===== src/rtl/cbfp_norm_ctrl_pkg.sv =====
// Shared types and helpers for the CBFP read-side controller and normaliser.
package cbfp_pkg;

  localparam int CBFP_DATA_WIDTH = 9;
  localparam int CBFP_NUM_IN_OUT = 16;
  localparam int CBFP_REG_DEPTH  = 16;

  // Smallest exponent width able to hold every shift from 0 to data_width-1.
  function automatic int cbfp_exp_width(input int data_width);
    return (data_width > 2) ? $clog2(data_width) : 1;
  endfunction

  typedef enum logic [1:0] {
    IDLE,
    FILL,
    STREAM,
    DRAIN
  } cbfp_state_e;

  typedef logic signed [CBFP_DATA_WIDTH-1:0] cbfp_sample_t;

endpackage


===== src/rtl/cbfp_norm_ctrl_sign_cnt.sv =====
// Redundant sign bit count of one signed sample.
// The result is the number of leading bits equal to the sign bit, minus one.
module cbfp_sign_cnt
  import cbfp_pkg::*;
#(
  parameter int DATA_WIDTH = CBFP_DATA_WIDTH,
  parameter int EXP_WIDTH  = cbfp_exp_width(DATA_WIDTH)
) (
  input  logic signed [DATA_WIDTH-1:0] x,
  output logic        [EXP_WIDTH-1:0]  cnt
);

  logic found;

  // Scan from just below the sign bit and stop at the first bit that differs from it.
  always_comb begin
    cnt   = EXP_WIDTH'(DATA_WIDTH - 1);
    found = 1'b0;
    for (int i = DATA_WIDTH - 2; i >= 0; i--) begin
      if (!found && (x[i] != x[DATA_WIDTH-1])) begin
        cnt   = EXP_WIDTH'(DATA_WIDTH - 2 - i);
        found = 1'b1;
      end
    end
  end

endmodule


===== src/rtl/cbfp_norm_ctrl.sv =====
// CBFP buffer controller: finds each block's exponent while it is written into
// the delay buffer, then shifts the block by that exponent as it is read back.
module cbfp_norm_ctrl
  import cbfp_pkg::*;
#(
  parameter int DATA_WIDTH = CBFP_DATA_WIDTH,
  parameter int NUM_IN_OUT = CBFP_NUM_IN_OUT,
  parameter int REG_DEPTH  = CBFP_REG_DEPTH,
  parameter int EXP_WIDTH  = cbfp_exp_width(DATA_WIDTH)
) (
  input  logic                         clk,
  input  logic                         rstn,
  input  logic                         din_valid,
  output logic                         din_ready,
  input  logic signed [DATA_WIDTH-1:0] din_i     [NUM_IN_OUT],
  input  logic signed [DATA_WIDTH-1:0] din_q     [NUM_IN_OUT],
  output logic                         sr_valid,
  output logic                         sr_pop,
  output logic signed [DATA_WIDTH-1:0] sr_din_i  [NUM_IN_OUT],
  output logic signed [DATA_WIDTH-1:0] sr_din_q  [NUM_IN_OUT],
  input  logic signed [DATA_WIDTH-1:0] sr_dout_i [NUM_IN_OUT],
  input  logic signed [DATA_WIDTH-1:0] sr_dout_q [NUM_IN_OUT],
  output logic                         dout_valid,
  output logic signed [DATA_WIDTH-1:0] dout_i    [NUM_IN_OUT],
  output logic signed [DATA_WIDTH-1:0] dout_q    [NUM_IN_OUT],
  output logic        [EXP_WIDTH-1:0]  blk_exp,
  output logic                         dout_last
);

  localparam int                   CNT_W    = (REG_DEPTH > 1) ? $clog2(REG_DEPTH) : 1;
  localparam logic [CNT_W-1:0]     CNT_LAST = CNT_W'(REG_DEPTH - 1);
  localparam logic [EXP_WIDTH-1:0] EXP_INIT = EXP_WIDTH'(DATA_WIDTH - 1);

  cbfp_state_e                  state_q, state_d;
  logic        [CNT_W-1:0]      cnt_q, cnt_d;
  logic        [EXP_WIDTH-1:0]  acc_exp_q, acc_exp_d;
  logic        [EXP_WIDTH-1:0]  hold_exp_q, hold_exp_d;
  logic                         dout_valid_q, dout_valid_d;
  logic                         dout_last_q, dout_last_d;
  logic        [EXP_WIDTH-1:0]  blk_exp_q, blk_exp_d;
  logic signed [DATA_WIDTH-1:0] dout_i_q [NUM_IN_OUT];
  logic signed [DATA_WIDTH-1:0] dout_i_d [NUM_IN_OUT];
  logic signed [DATA_WIDTH-1:0] dout_q_q [NUM_IN_OUT];
  logic signed [DATA_WIDTH-1:0] dout_q_d [NUM_IN_OUT];

  logic [EXP_WIDTH-1:0] e_i [NUM_IN_OUT];
  logic [EXP_WIDTH-1:0] e_q [NUM_IN_OUT];
  logic [EXP_WIDTH-1:0] beat_min;
  logic [EXP_WIDTH-1:0] acc_min;

  for (genvar g = 0; g < NUM_IN_OUT; g++) begin : g_lane
    cbfp_sign_cnt #(.DATA_WIDTH(DATA_WIDTH), .EXP_WIDTH(EXP_WIDTH)) u_cnt_i (
      .x  (din_i[g]),
      .cnt(e_i[g])
    );
    cbfp_sign_cnt #(.DATA_WIDTH(DATA_WIDTH), .EXP_WIDTH(EXP_WIDTH)) u_cnt_q (
      .x  (din_q[g]),
      .cnt(e_q[g])
    );
  end

  // Minimum exponent over every I and Q lane of the incoming beat, merged with the running block minimum.
  always_comb begin
    beat_min = EXP_INIT;
    for (int l = 0; l < NUM_IN_OUT; l++) begin
      if (e_i[l] < beat_min) beat_min = e_i[l];
      if (e_q[l] < beat_min) beat_min = e_q[l];
    end
    acc_min = (beat_min < acc_exp_q) ? beat_min : acc_exp_q;
  end

  // Drain writes zeros to flush the buffer; otherwise the buffer sees the input lanes directly.
  always_comb begin
    for (int l = 0; l < NUM_IN_OUT; l++) begin
      sr_din_i[l] = (state_q == DRAIN) ? '0 : din_i[l];
      sr_din_q[l] = (state_q == DRAIN) ? '0 : din_q[l];
    end
  end

  // Block sequencing, buffer strobes and exponent handoff at each block boundary.
  always_comb begin
    state_d    = state_q;
    cnt_d      = cnt_q;
    acc_exp_d  = acc_exp_q;
    hold_exp_d = hold_exp_q;
    din_ready  = 1'b1;
    sr_valid   = 1'b0;
    sr_pop     = 1'b0;
    case (state_q)
      IDLE: begin
        if (din_valid) begin
          sr_valid  = 1'b1;
          acc_exp_d = beat_min;
          cnt_d     = CNT_W'(1);
          state_d   = FILL;
        end
      end
      FILL, STREAM: begin
        if (din_valid) begin
          sr_valid = 1'b1;
          sr_pop   = (state_q == STREAM);
          if (cnt_q == CNT_LAST) begin
            hold_exp_d = acc_min;
            acc_exp_d  = EXP_INIT;
            cnt_d      = '0;
            state_d    = STREAM;
          end else begin
            acc_exp_d = acc_min;
            cnt_d     = cnt_q + CNT_W'(1);
          end
        end else if ((state_q == STREAM) && (cnt_q == '0)) begin
          state_d = DRAIN;
          cnt_d   = '0;
        end
      end
      DRAIN: begin
        din_ready = 1'b0;
        sr_valid  = 1'b1;
        sr_pop    = 1'b1;
        if (cnt_q == CNT_LAST) begin
          cnt_d   = '0;
          state_d = IDLE;
        end else begin
          cnt_d = cnt_q + CNT_W'(1);
        end
      end
      default: state_d = IDLE;
    endcase
  end

  // Normalise whatever is popped this cycle; outputs hold their last value between pops.
  always_comb begin
    dout_valid_d = sr_pop;
    dout_last_d  = sr_pop && (cnt_q == CNT_LAST);
    blk_exp_d    = sr_pop ? hold_exp_q : blk_exp_q;
    for (int l = 0; l < NUM_IN_OUT; l++) begin
      dout_i_d[l] = sr_pop ? (sr_dout_i[l] <<< hold_exp_q) : dout_i_q[l];
      dout_q_d[l] = sr_pop ? (sr_dout_q[l] <<< hold_exp_q) : dout_q_q[l];
    end
  end

  // State, counters, exponents and the output register stage.
  always_ff @(posedge clk) begin
    if (!rstn) begin
      state_q      <= IDLE;
      cnt_q        <= '0;
      acc_exp_q    <= EXP_INIT;
      hold_exp_q   <= '0;
      dout_valid_q <= 1'b0;
      dout_last_q  <= 1'b0;
      blk_exp_q    <= '0;
      for (int l = 0; l < NUM_IN_OUT; l++) begin
        dout_i_q[l] <= '0;
        dout_q_q[l] <= '0;
      end
    end else begin
      state_q      <= state_d;
      cnt_q        <= cnt_d;
      acc_exp_q    <= acc_exp_d;
      hold_exp_q   <= hold_exp_d;
      dout_valid_q <= dout_valid_d;
      dout_last_q  <= dout_last_d;
      blk_exp_q    <= blk_exp_d;
      for (int l = 0; l < NUM_IN_OUT; l++) begin
        dout_i_q[l] <= dout_i_d[l];
        dout_q_q[l] <= dout_q_d[l];
      end
    end
  end

  assign dout_valid = dout_valid_q;
  assign dout_last  = dout_last_q;
  assign blk_exp    = blk_exp_q;
  assign dout_i     = dout_i_q;
  assign dout_q     = dout_q_q;

endmodule


===== config.mk =====
export PLATFORM = sky130hd
export DESIGN_NAME = cbfp_norm_ctrl
export DESIGN_NICKNAME = d
export VERILOG_FILES = /design/src/rtl/cbfp_norm_ctrl_pkg.sv /design/src/rtl/cbfp_norm_ctrl_sign_cnt.sv /design/src/rtl/cbfp_norm_ctrl.sv
export SDC_FILE = /design/constraint.sdc
export NUM_CORES = 2
export LEC_CHECK = 0
export BUFFER_PORTS_ARGS = -buffer_cell sky130_fd_sc_hd__buf_2
export CAP_MARGIN = 10
export CELL_PAD_IN_SITES_DETAIL_PLACEMENT = 1
export CELL_PAD_IN_SITES_GLOBAL_PLACEMENT = 2
export CORE_AREA = 2 2 458 460
export DETAILED_ROUTE_END_ITERATION = 8
export DIE_AREA = 0 0 460 462
export PLACE_DENSITY_LB_ADDON = 0.3
export SLEW_MARGIN = 25
export SYNTH_ARGS = -nofsm -noshare
export SYNTH_HDL_FRONTEND = slang
export SYNTH_HIERARCHICAL = 1
export SYNTH_SLANG_ARGS = --single-unit

===== constraint.sdc =====
create_clock -name clk -period 101.7 [get_ports clk]
set_input_delay 10.17 -clock clk [delete_from_list [all_inputs] [get_ports clk]]
set_output_delay 10.17 -clock clk [all_outputs]
set_load 0.02 [all_outputs]

# [After elaboration in Yosys (flattened, before gate mapping)]
# Index checks and enable logic that the tools add are counted.
# W data, S select, Z words.
[op_classes] add_sub_neg=1 multipliers=0 div=0 order_cmp=33 n_eq_ne=265 shifts=32 muxes=565 bitwise=0 reduce_logical=459
[op_table] operator="$mux W4" count=296
[op_table] operator="$mux W9" count=32
[op_table] operator="$sshl A9 B4 Y9" count=32
[op_table] operator="$ne A1 B1 Y1" count=256
[op_table] operator="$mux W1" count=227
[op_table] operator="$logic_and A1 B1 Y1" count=226
[op_table] operator="$logic_not A1 Y1" count=224
[op_table] operator="$lt A4 B4 Y1" count=32
[op_table] operator="$pmux W4 S3" count=1
[op_table] operator="$mux W2" count=5
[op_table] operator="$pmux W4 S2" count=1
[op_table] operator="$ne A3 B3 Y1 const B" count=2
[op_table] operator="$pmux W2 S3" count=1
[op_table] operator="$reduce_and A3 Y1" count=2
[op_table] operator="$add A4 B1 Y4 const B" count=1
[op_table] operator="$eq A2 B2 Y1 const B" count=2
[op_table] operator="$eq A4 B4 Y1 const B" count=1
[op_table] operator="$logic_not A4 Y1" count=1
[op_table] operator="$lt A4 B4 Y1 const B" count=1
[op_table] operator="$ne A2 B2 Y1 const B" count=2
[op_table] operator="$pmux W1 S2" count=2
[op_table] operator="$reduce_and A4 Y1" count=1
[op_table] operator="$reduce_or A3 Y1" count=1
[op_table] operator="$eq A2 B1 Y1 const B" count=1
[op_table] operator="other kinds (5)" count=5
[word_totals] reg_bits=308 latchBits=0 ramBits=0 rom_bits=0 input_bits=579 out_inout_bits=585 word_cells=1394 n_memories=0

# [Longest topological paths before layout]
[depth] ltp_word=92 mapped_depth=228 depth_no_buf=227

# [Cells and area by module]
# Netlist, hierarchy kept.
[by_module_without_submodules] mod="cbfp_norm_ctrl" n_inst=1 cells_each=3245 area_each_um2=26125.1 seq_area_each_um2=6165.9
[by_module_without_submodules] mod="cbfp_sign_cnt" n_inst=32 cells_each=31 area_each_um2=193.9 seq_area_each_um2=0.0

# [Least setup slack after synthesis]
# OpenSTA, ideal clock, no wires.
[synth_timing] kind="input-to-reg" from="in din_i[136] (netlist bit)" to="reg acc_exp_q[1]" setup_time_ns=0.117 arrival_time_ns=46.085 required_time_ns=101.583 setup_slack_ns=55.498 path_stages=216 path_buffers=1 path_cell_list="or2_2 -> o22ai_1 -> nor2b_1 -> nand2b_1 -> ha_1 -> o21ai_2 -> o21bai_1 -> a21oi_1 -> mux2i_1 -> inv_1 -> ha_1 -> inv_1 -> o311ai_1 -> o31a_1 -> mux2_4 -> ha_1 -> or2_1 -> a311o_1 -> [... 180 more ...] -> nor2b_1 -> or2_2 -> o31ai_1 -> nor2_1 -> mux2i_1 -> ha_1 -> nand2_1 -> o21a_1 -> a31oi_2 -> mux2i_1 -> inv_1 -> ha_1 -> nor4b_1 -> nand2b_1 -> o21bai_1 -> a21oi_2 -> a31o_1 -> a32o_1"
[synth_rtl] item="from (decl)" line="cbfp_norm_ctrl.sv:15" source="input logic signed [DATA_WIDTH-1:0] din_i [NUM_IN_OUT],"
[synth_rtl] item="to (signal assigned)" line="cbfp_norm_ctrl.sv:159" source="acc_exp_q <= acc_exp_d;"
[synth_rtl] item="to (decl)" line="cbfp_norm_ctrl.sv:36" source="logic [EXP_WIDTH-1:0] acc_exp_q, acc_exp_d;"

==> results.txt <==
Run status = completed
Fin crit share = 0.514
CP most frequent cell = ha_1
# rows = 168
CP Capture Type = flop
Worst slew pin tran = 1010 ps
Fin Setup TNS = 0 ps
Most used DFF post-synth = dfxtp_1
Max Root-Sink Buffers = 3
Critical path's slowest cell = o311ai_0
Crit start category = input port
Clk root buf = clkbuf_16
GRT Overall Usage = 0.169
Post-layout min period = 52310 ps
Post-synth ARST share = 0
Crit Path Class = input port to flop
Final ANT Viol Nets = 0
Syn Inst Count = 4237
Initial antenna violation count = 79
Largest net degree at the start of global routing = 123
Synth unique cells = 93
Die width = 460 µm
CTS Sinks = 308
Number of synthesized flops with an enable pin = 0
Clock latency on the worst-skew pair = 600 ps
Vias in the first global route = 37200
IO buf count = 1163
Drt first pass iters = 5
Clock Skew = 34.1 ps
Overflow after GRT = 0
CP Max Fanout = 8
Syn. warnings = 6
Total CTS buffers = 40
Global placer's final weighted congestion = 0.876
Layout cells sized above 1 = 0.310
Worst slack at placement = 48910 ps
Max incr delay on CP = 610 ps
Top delay family on crit path = compound AO/OA/AOI/OAI gates
Sequential area share after synthesis = 0.191
DRC = 0
Fin worst setup slack = 49390 ps
DR WL/cell = 23.9 µm
Worst-path clk slew = 60 ps
R2r setup slk = 96970 ps
Post-Synthesis Net Count = 4924
Post-CTS Hold Fix Bufs = 0
WP buf/inv = 18
Setup repair after global routing missed its margin = no
Via count = 37100
H-tree depth = 2
Max-cap violation count = 0
Ports = 1164
Syn Area/Cell = 7.63 µm²
Synthesis-to-layout area growth = 31.3%
Effective utilization at floorplan = 0.155
Post-Route WL = 191000 µm
DIE AREA = 0.213 mm²
Dpl cell area = 0.0410 mm²
CP Data Required Time = 102190 ps
Resize count post-CTS = 0
First DRT Iteration DRCs = 1771
Synthesized area = 0.0323 mm²
Cell area after layout = 0.0425 mm²
Crit path DAT = 52800 ps
Post CTS Setup Buffer Count = 0
DR vias/cell = 4.63
Die Y-Extent = 462 µm
Number of synthesized register bits = 308
Final Slew Violations = 0
Hold Crit Class = flop to flop
Core area = 0.208 mm²
TritonCTS clock tree = done
Detailed Place HPWL = 155000 µm
Rel. slew slack = 0.325
First-pass GRT wire length = 267000 µm
Final hold violation count = 0
NumNets Final = 5922
Fin util = 0.204
Fmax = 0.0191 GHz
Setup violators final = 0
layout by cell type, fill, tap and decap left out, types with 33 or more instances in the layout:
master     Yosys  final
buf_2          1   1162
nor2b_1      700    700
nand2_1      389    387
dfxtp_1      308    304
nor2_1       271    268
o21ai_0      242    241
a22oi_1      227    227
inv_1        194    193
a21oi_1      182    182
mux2i_1      151    151
ha_1         108    107
o211ai_1     103    103
mux2_2       100    100
o22ai_1       95     95
mux4_2        76     76
o221ai_1      68     68
nand3_1       54     54
a211oi_1      49     49
or2_2         45     45
and2_1        43     43
clkbuf_16      0     41
a211o_1       39     39
a21o_1        38     38
buf_4          0     37
o211a_1       36     36
or3_1         37     36
or2_1         33     33
nand4_1       33     33
tightest hold or removal path: stages, from the launching register on:
cell	delay, ps
dfxtp_1	300
nand2_1	40
a21boi_0	60
cells by family after synthesis:
group / share of synthesized area
buffers and inverters: 0.0514
and+or+nand+nor: 0.293
adders and majority gates: 0.0418
DFF: 0.191
AOI/OAI and AO/OA: 0.287
muxes: 0.136
flip-flops by register name (all words and copies together) (netlist names):
name / count
dout_i: 144
dout_q: 144
acc_exp_q: 4
blk_exp: 4
cnt_q: 4
hold_exp_q: 4
state_q: 2
dout_last: 1
dout_valid: 1
area by class of cell:
cell class                      count  area (µm²)
Antenna cell                       25        62.6
Clock buffer                       55        1170
Clock inverter                     19         191
Fill cell                       25300      166000
Inverter                          196         743
Multi-Input combinational cell   3487       24600
Sequential cell                   308        6180
Tap cell                         2720        3400
Timing Repair Buffer             1202        6150
cell usage after synthesis (37+ instances only):
cell / count / area share
nor2b_1: 700 / 0.14
mux2_2: 100 / 0.035
mux4_2: 76 / 0.053
o221ai_1: 68 / 0.018
nand3_1: 54 / 0.0084
o211ai_1: 103 / 0.024
a21o_1: 38 / 0.0088
nand2_1: 389 / 0.045
ha_1: 108 / 0.042
and2_1: 43 / 0.0083
nor2_1: 271 / 0.031
o22ai_1: 95 / 0.018
inv_1: 194 / 0.023
or3_1: 37 / 0.0072
or2_2: 45 / 0.0087
a211oi_1: 49 / 0.011
a211o_1: 39 / 0.011
dfxtp_1: 308 / 0.19
o21ai_0: 242 / 0.037
clkbuf_1: 219 / 0.025
a21oi_1: 182 / 0.028
a22oi_1: 227 / 0.053
mux2i_1: 151 / 0.047
worst paths after layout:
kind,startpoint,end,depth (start not counted)
worst min register to register,blk_exp[3]$_SDFFE_PN0P_,blk_exp[3]$_SDFFE_PN0P_,2
worst max register to register,state_q[0]$_SDFFE_PN0P_,dout_i[76]$_SDFFE_PN0P_,11
worst max-delay path,din_i[142],acc_exp_q[2]$_SDFFE_PN0P_,217
worst min-delay path,blk_exp[3]$_SDFFE_PN0P_,blk_exp[3]$_SDFFE_PN0P_,2
per-layer routing:
layer / vias up / track usage / share of wire
met3: 242 / 0.0404 / 0.064
met2: 1023 / 0.309 / 0.50
met5: - / 0 / 0.0018
met4: 56 / 0.0577 / 0.037
li1: 17500 / - / -
met1: 18300 / 0.190 / 0.40
metrics by stage:
step / instances / hold WS (ps)
after global placement: 7912 / 454
after floorplan: 4237 / 455
final: 8012 / 463
after global routing: 8001 / 496
after detailed placement: 7913 / 459
after CTS: 7987 / 467
Power is not shown: default switching activity piles up to over one toggle a cycle in this logic, so the estimate is an artifact.
